$ cat src/rtl/prog_memory_if.sv
// rtl/prog_memory_if.sv - load-stream and CPU-port bundle for prog_memory
interface prog_memory_if #(
   parameter int DATA_W  = 16,
   parameter int WORD_AW = 7
);
   localparam int BE_W    = DATA_W / 8;
   localparam int BYTE_AW = WORD_AW + $clog2(BE_W);

   logic                load_start;
   logic [WORD_AW:0]    load_len;
   logic                load_valid;
   logic [DATA_W-1:0]   load_data;
   logic                load_ready;
   logic                load_overflow;
   logic                cpu_run;
   logic [BYTE_AW-1:0]  mem_addr;
   logic                mem_we;
   logic [BE_W-1:0]     mem_be;
   logic [DATA_W-1:0]   mem_wdata;
   logic [DATA_W-1:0]   mem_rdata;

   modport master (
      output load_start, load_len, load_valid, load_data,
      output mem_addr, mem_we, mem_be, mem_wdata,
      input  load_ready, load_overflow, cpu_run, mem_rdata
   );

   modport slave (
      input  load_start, load_len, load_valid, load_data,
      input  mem_addr, mem_we, mem_be, mem_wdata,
      output load_ready, load_overflow, cpu_run, mem_rdata
   );
endinterface

$ cat src/rtl/prog_memory.sv
// rtl/prog_memory.sv - unified program memory with clear+load engine and byte-enabled CPU port
module prog_memory #(
   parameter int DATA_W  = 16,
   parameter int WORD_AW = 7
) (
   input  logic          clk,
   input  logic          rst_n,
   prog_memory_if.slave  bus
);
   localparam int BE_W    = DATA_W / 8;
   localparam int OFF_W   = $clog2(BE_W);
   localparam int BYTE_AW = WORD_AW + OFF_W;
   localparam int DEPTH   = 2 ** WORD_AW;
   localparam logic [WORD_AW:0] DEPTH_L = {1'b1, {WORD_AW{1'b0}}};

   typedef enum logic [1:0] {IDLE, CLEAR, LOAD, RUN} state_t;

   state_t              state_q, state_d;
   logic [WORD_AW:0]    len_q, len_d;
   logic [WORD_AW:0]    cnt_q, cnt_d;
   logic [WORD_AW:0]    cnt_inc;
   logic                ovf_q, ovf_d;
   logic [DATA_W-1:0]   rdata_q;
   logic [DATA_W-1:0]   mem [DEPTH];

   logic                wr_en;
   logic [WORD_AW-1:0]  wr_addr;
   logic [DATA_W-1:0]   wr_data;
   logic [BE_W-1:0]     wr_be;
   logic [WORD_AW-1:0]  cpu_word;
   logic                xfer;

   // Byte-offset bits select nothing within a word access; keep them visibly consumed.
   generate
      if (OFF_W > 0) begin : g_off
         logic unused_addr_bits;
         assign unused_addr_bits = ^bus.mem_addr[OFF_W-1:0];
      end
   endgenerate

   assign cpu_word          = bus.mem_addr[BYTE_AW-1 -: WORD_AW];
   // Gated by rst_n so the handshake and CPU release drop in the reset cycle itself.
   assign bus.load_ready    = rst_n && (state_q == LOAD);
   assign bus.cpu_run       = rst_n && (state_q == RUN);
   assign bus.load_overflow = ovf_q;
   assign bus.mem_rdata     = rdata_q;
   assign xfer              = bus.load_valid && bus.load_ready;
   assign cnt_inc           = cnt_q + 1'b1;

   // Sequencer next state plus the single write-port mux shared by clear, load and CPU.
   always_comb begin
      state_d = state_q;
      len_d   = len_q;
      cnt_d   = cnt_q;
      ovf_d   = ovf_q;
      wr_en   = 1'b0;
      wr_addr = cnt_q[WORD_AW-1:0];
      wr_data = '0;
      wr_be   = '1;
      case (state_q)
         IDLE, RUN: begin
            if (state_q == RUN && bus.mem_we) begin
               wr_en   = 1'b1;
               wr_addr = cpu_word;
               wr_data = bus.mem_wdata;
               wr_be   = bus.mem_be;
            end
            if (bus.load_start) begin
               state_d = CLEAR;
               cnt_d   = '0;
               ovf_d   = (bus.load_len > DEPTH_L);
               len_d   = (bus.load_len > DEPTH_L) ? DEPTH_L : bus.load_len;
            end
         end
         CLEAR: begin
            wr_en = 1'b1;
            cnt_d = cnt_inc;
            if (cnt_q[WORD_AW-1:0] == {WORD_AW{1'b1}}) begin
               cnt_d   = '0;
               state_d = (len_q == '0) ? RUN : LOAD;
            end
         end
         LOAD: begin
            if (xfer) begin
               wr_en   = 1'b1;
               wr_data = bus.load_data;
               cnt_d   = cnt_inc;
               if (cnt_inc == len_q) begin
                  state_d = RUN;
               end
            end
         end
         default: state_d = IDLE;
      endcase
   end

   // Control registers with synchronous active-low reset.
   always_ff @(posedge clk) begin
      if (!rst_n) begin
         state_q <= IDLE;
         len_q   <= '0;
         cnt_q   <= '0;
         ovf_q   <= 1'b0;
      end else begin
         state_q <= state_d;
         len_q   <= len_d;
         cnt_q   <= cnt_d;
         ovf_q   <= ovf_d;
      end
   end

   // Array write, byte-granular; contents survive reset by design.
   always_ff @(posedge clk) begin
      if (rst_n && wr_en) begin
         for (int i = 0; i < BE_W; i++) begin
            if (wr_be[i]) begin
               mem[wr_addr][i*8 +: 8] <= wr_data[i*8 +: 8];
            end
         end
      end
   end

   // Registered read; pre-write data on same-word collisions, zero outside RUN.
   always_ff @(posedge clk) begin
      if (!rst_n) begin
         rdata_q <= '0;
      end else if (state_q == RUN) begin
         rdata_q <= mem[cpu_word];
      end else begin
         rdata_q <= '0;
      end
   end
endmodule

$ cat src/flat_wrapper.sv
// flat-port wrapper written by rule: the top's interface ports become plain ports
module prog_memory_flat 
#(
   parameter int DATA_W  = 16,
   parameter int WORD_AW = 7
)
  (clk, rst_n, bus_load_start, bus_load_len, bus_load_valid, bus_load_data, bus_mem_addr, bus_mem_we, bus_mem_be, bus_mem_wdata, bus_load_ready, bus_load_overflow, bus_cpu_run, bus_mem_rdata);
  prog_memory_if #(.DATA_W(DATA_W), .WORD_AW(WORD_AW)) bus_i ();
  input  logic clk;
  input  logic rst_n;
  input wire logic [$bits(bus_i.load_start)-1:0] bus_load_start;
  input wire logic [$bits(bus_i.load_len)-1:0] bus_load_len;
  input wire logic [$bits(bus_i.load_valid)-1:0] bus_load_valid;
  input wire logic [$bits(bus_i.load_data)-1:0] bus_load_data;
  input wire logic [$bits(bus_i.mem_addr)-1:0] bus_mem_addr;
  input wire logic [$bits(bus_i.mem_we)-1:0] bus_mem_we;
  input wire logic [$bits(bus_i.mem_be)-1:0] bus_mem_be;
  input wire logic [$bits(bus_i.mem_wdata)-1:0] bus_mem_wdata;
  output wire logic [$bits(bus_i.load_ready)-1:0] bus_load_ready;
  output wire logic [$bits(bus_i.load_overflow)-1:0] bus_load_overflow;
  output wire logic [$bits(bus_i.cpu_run)-1:0] bus_cpu_run;
  output wire logic [$bits(bus_i.mem_rdata)-1:0] bus_mem_rdata;
  assign bus_i.load_start = bus_load_start;
  assign bus_i.load_len = bus_load_len;
  assign bus_i.load_valid = bus_load_valid;
  assign bus_i.load_data = bus_load_data;
  assign bus_i.mem_addr = bus_mem_addr;
  assign bus_i.mem_we = bus_mem_we;
  assign bus_i.mem_be = bus_mem_be;
  assign bus_i.mem_wdata = bus_mem_wdata;
  assign bus_load_ready = bus_i.load_ready;
  assign bus_load_overflow = bus_i.load_overflow;
  assign bus_cpu_run = bus_i.cpu_run;
  assign bus_mem_rdata = bus_i.mem_rdata;
  prog_memory #(.DATA_W(DATA_W), .WORD_AW(WORD_AW)) u_core (.clk(clk), .rst_n(rst_n), .bus(bus_i));
endmodule
$ cat config.mk
export PLATFORM = sky130hd
export DESIGN_NAME = prog_memory_flat
export DESIGN_NICKNAME = d
export VERILOG_FILES = /design/src/rtl/prog_memory_if.sv /design/src/rtl/prog_memory.sv /design/src/flat_wrapper.sv
export SDC_FILE = /design/constraint.sdc
export NUM_CORES = 2
export LEC_CHECK = 0
export CORE_MARGIN = 2
export CORE_UTILIZATION = 30
export DETAILED_ROUTE_END_ITERATION = 12
export PLACE_DENSITY = 0.52
export SYNTH_ARGS = -nofsm -noshare
export SYNTH_HDL_FRONTEND = slang
export SYNTH_SLANG_ARGS = --single-unit
$ cat constraint.sdc
create_clock -name clk -period 20 [get_ports clk]
set_clock_uncertainty 0.15 [all_clocks]
set_input_delay 5 -clock clk [delete_from_list [all_inputs] [get_ports clk]]
set_output_delay 5 -clock clk [all_outputs]
set_load 0.01 [all_outputs]
# After elaboration in Yosys (flattened, before gate mapping)
# Memories as Yosys holds them, arrays and structs flattened. A register that Yosys moved wholly into a read port is not among the register bits.
# Cells that the tools add are included.
[word_totals]
reg_bits = 19
ram_bits = 2048
in_bits = 55
output_inout_bits = 19
wordCells = 56
memories = 1
[op_classes]
addsub = 1
n_lt_le_gt_ge = 1
eq_ne = 9
n_mux = 27
n_reduce_logical = 13
[mem_list]
columns = ["name", "words", "word_bits", "read_ports", "rd_clocked_by_memory_dff", "write_ports", "line", "rtl"]
rows = [
  ["u_core.mem", 128, 16, 1, 1, 1, "prog_memory.sv:24", "logic [DATA_W-1:0] mem [DEPTH];"],
]
[op_table]
columns = ["cell", "count"]
rows = [
  ["$mux 16", 2],
  ["$mux 8", 4],
  ["$pmux 16 s2", 1],
  ["$pmux 8 s3", 1],
  ["$mux 7", 2],
  ["$mux 2", 6],
  ["$mux 1", 9],
  ["$add 8x1->8 const B", 1],
  ["$eq 8x8->1", 1],
  ["$gt 8x8->1 const B", 1],
  ["$logic_not 8->1", 1],
  ["$eq 7x7->1 const B", 1],
  ["$pmux 2 s3", 1],
  ["$reduce_and 2->1", 3],
  ["$logic_and 1x1->1", 5],
  ["$eq 2x2->1 const B", 2],
  ["$ne 2x1->1 const B", 2],
  ["$ne 2x2->1 const B", 2],
  ["$reduce_and 4->1", 1],
  ["$pmux 1 s3", 1],
  ["$eq 2x1->1 const B", 1],
  ["$logic_not 2->1", 1],
  ["$reduce_or 2->1", 1],
  ["$logic_not 1->1", 1],
]

# Longest topological paths before layout
[depth]
ltp_word = 8
ltp_mapped = 11
mapped_depth_nobuf = 8

# Worst setup path before layout
# OpenSTA, ideal clock, no wires.
[synth_path]
kind = "input to output"
startpoint = "input rst_n"
endpoint = "output bus_load_ready"
arrival_time_ns = 5.536
required_time_ns = 14.850
setup_slack_ns = 9.314
cell_stages = 3
n_path_buf = 1
cell_sequence = "clkbuf_1 > inv_1 > nor2_1"
[synth_via]
elab_chain_len = 1
[synth_rtl]
columns = ["element", "line", "rtl"]
rows = [
  ["from (decl)", "flat_wrapper.sv:10", "input logic rst_n;"],
  ["$logic_and 1x1->1", "prog_memory.sv:43", "assign bus.load_ready = rst_n && (state_q == LOAD);"],
  ["to (decl)", "flat_wrapper.sv:19", "output wire logic [$bits(bus_i.load_ready)-1:0] bus_load_ready;"],
]
# Every way passes these cells.

# Worst setup path in the final report
# Ends and elaborated chain as after synthesis.

==> flow_metrics.env <==
export IMPL_highest_layer="met4"
export IMPL_r2r_slack_ns=15.06
export IMPL_cts_sinks=2083
export IMPL_setup_viol_count_final=0
export IMPL_cts_root_buffer="clkbuf_16"
export IMPL_slew_viol_final=0
export IMPL_power_density_nw_per_um2=98.0
export IMPL_rsz0062_at_grt="false"
export IMPL_viasPerCell=4.95
export IMPL_required_ns=14.85
export IMPL_wl_met2_um=103000
export IMPL_io_buffer_count=72
export IMPL_synth_seq_cells=2083
export IMPL_yosysWarnings=0
export IMPL_synth_area_um2=81500
export IMPL_holdCritPathClass="reg -> reg"
export IMPL_synth_cells=4155
export IMPL_htree_num_levels=4
export IMPL_cpMostUsedCell="clkdlybuf4s50_1"
export IMPL_die_area_um2=276000
export IMPL_remaining_drc_errors=0
export IMPL_worst_setup_path_end_kind="output pin"
export IMPL_cp_slowest_cell="clkdlybuf4s50_1"
export IMPL_drt_met1_wl_um=88300
export IMPL_tns_ns=0
export IMPL_syn_num_nets=4215
export IMPL_power_leakage_uw=0.0302
export IMPL_dp_hpwl_um=122000
export IMPL_grt_pass1_wl_um=295000
export IMPL_seqCellArea_um2=62200
export IMPL_relSlewSlack=0.223
export IMPL_yosysUniqueCellTypes=57
export IMPL_tightest_slew_ns=1.16
export IMPL_cts_clk_slew_worst_paths_ns=0.05
export IMPL_grt_use_total=0.146
export IMPL_final_common_cell="edfxtp_1"
export IMPL_synth_seq_area_share=0.764
export IMPL_timing_max_cap_violations=0
export IMPL_coreArea_um2=271000
export IMPL_wl_met3_um=9510
export IMPL_place_inst=7636
export IMPL_cp_max_fo=24
export IMPL_vias=39700
export IMPL_wl_per_cell_um=25.7
export IMPL_grt_pass1_vias=41000
export IMPL_ir_drop_v=0.0000967
export IMPL_cts_buffer_depth=3
export IMPL_cpPeakStageDelay_ns=0.66
export IMPL_fin_ws_ns=7.90
export IMPL_post_place_ws_ns=7.89
export IMPL_startpoint_type="input port"
export IMPL_max_freq_mhz=82.7
export IMPL_cts_buffers=215
export IMPL_min_period_over_period=0.605
export IMPL_drive_gt1_frac=0.188
export IMPL_die_w_um=525
export IMPL_syn_to_final_growth_pct=14.3
export IMPL_cp_cell_sequence="clkdlybuf4s50_1 -> inv_1 -> nor2_1 -> clkdlybuf4s50_1"
export IMPL_rows=191
export IMPL_synth_top_flop_cell="edfxtp_1"
export IMPL_place_congestion=0.801
export IMPL_overflow=0
export IMPL_start_util=0.301
export IMPL_final_nets=4343
export IMPL_grt_max_degree=97
export IMPL_avgSynthCellArea_um2=19.6
export IMPL_cts_tree="yes"
export IMPL_hold_viol=0
export IMPL_insertion_delay_ns=0.87
export IMPL_cts_setup_buffers=0
export IMPL_hold_buffers=0
export IMPL_drt_wl_total_um=206000
export IMPL_critPathKind="in -> out"
export IMPL_antenna_found_initial=3
export IMPL_dieHeight_um=525
export IMPL_final_cell_mix="2048 x edfxtp_1, 398 x mux4_2, 363 x nor2_1"
export IMPL_synthArstFlopShare=0
export IMPL_synth_edff_count=2048
export IMPL_firstDrtPassIters=6
export IMPL_num_io_pins=74
export IMPL_fin_crit_ns=12.10
export IMPL_multi_input_area_um2=18200
export IMPL_fin_cells=8031
export IMPL_crit_arrival_ns=6.95
export IMPL_status="complete, no violations"
export IMPL_ant_nets=0
export IMPL_nFillCells=25400
export IMPL_cts_resized_gates=0
export IMPL_drt_initial_drc_count=3532
[layout make-up]
class | instances | share of cell area
antenna | 4 | 0.000108
clock buffer | 270 | 0.0602
clock inverter | 121 | 0.0126
inverter | 9 | 0.000417
multi-input combinational | 1812 | 0.195
sequential | 2083 | 0.668
tap | 3570 | 0.0480
timing repair buffer | 162 | 0.0153
[cells by family after synthesis]
kind of cell | synth area share
adders and majority gates | 0.000768
and+or+nand+nor | 0.0335
DFF | 0.764
muxes | 0.148
buffers and inverters | 0.0151
xor gates and xnor gates | 0.00108
AOI/OAI and AO/OA | 0.0375
[cell usage after synthesis (all sizes together) (16+ instances only)]
library cell	count	area, um2
and2	34	213
o21ai	61	305
dfxtp	35	701
buf	127	731
mux2	31	349
nor2	382	1430
nand2	85	319
clkbuf	124	465
a211oi	67	503
mux2i	278	2780
nand4	17	106
o31ai	20	150
a21oi	116	581
mux4	398	8960
o211ai	19	143
a22oi	122	916
o2bb2ai	16	140
edfxtp	2048	61500
nand3	64	325
a41oi	16	140
[sequential cells by signal, indices dropped and copies added, names as in the netlist]
register / cells
u_core.bus.mem_rdata: 16
u_core.len_q: 8
u_core.bus.load_overflow: 1
u_core.state_q: 2
u_core.cnt_q: 8
u_core.mem: 2048
[metrics by stage]
step | util | hold WS [ns] | area, um2 | total power (uW)
floorplan | - | 0.312 | 81500 | 5200
global placement | 0.319 | 0.343 | 86300 | 5370
detailed placement | 0.319 | 0.353 | 86300 | 5380
CTS | 0.344 | 0.368 | 93100 | 9220
global route | 0.344 | 0.396 | 93100 | 9410
finish | 0.344 | 0.358 | 93100 | 9130
[worst max-delay path, delay by kind of cell]
family        cells  cell delay, ns
buf+inv           3            1.68
simple gates      1            0.26
[per-layer routing]
layer,global-route usage,vias to the layer above
met5,0,-
met4,0.0432,0
met3,0.0225,260
met2,0.247,905
met1,0.193,21300
li1,-,17300
[where the power goes]
| part | switching [uW] | internal (uW) |
|---|---|---|
| logic | 297 | 153 |
| clock network | 1700 | 2150 |
| registers | 15.3 | 4810 |
[final timing paths]
check / startpoint / to / cells past startpoint
hold reg to reg: u_core.bus.load_overflow / u_core.bus.load_overflow / 2
setup reg to reg: u_core.state_q[0] / u_core.mem[33][10] / 6
setup / recovery: rst_n / bus_load_ready / 4
hold / removal: u_core.bus.load_overflow / u_core.bus.load_overflow / 2
Power figures use the tool's default switching activity.
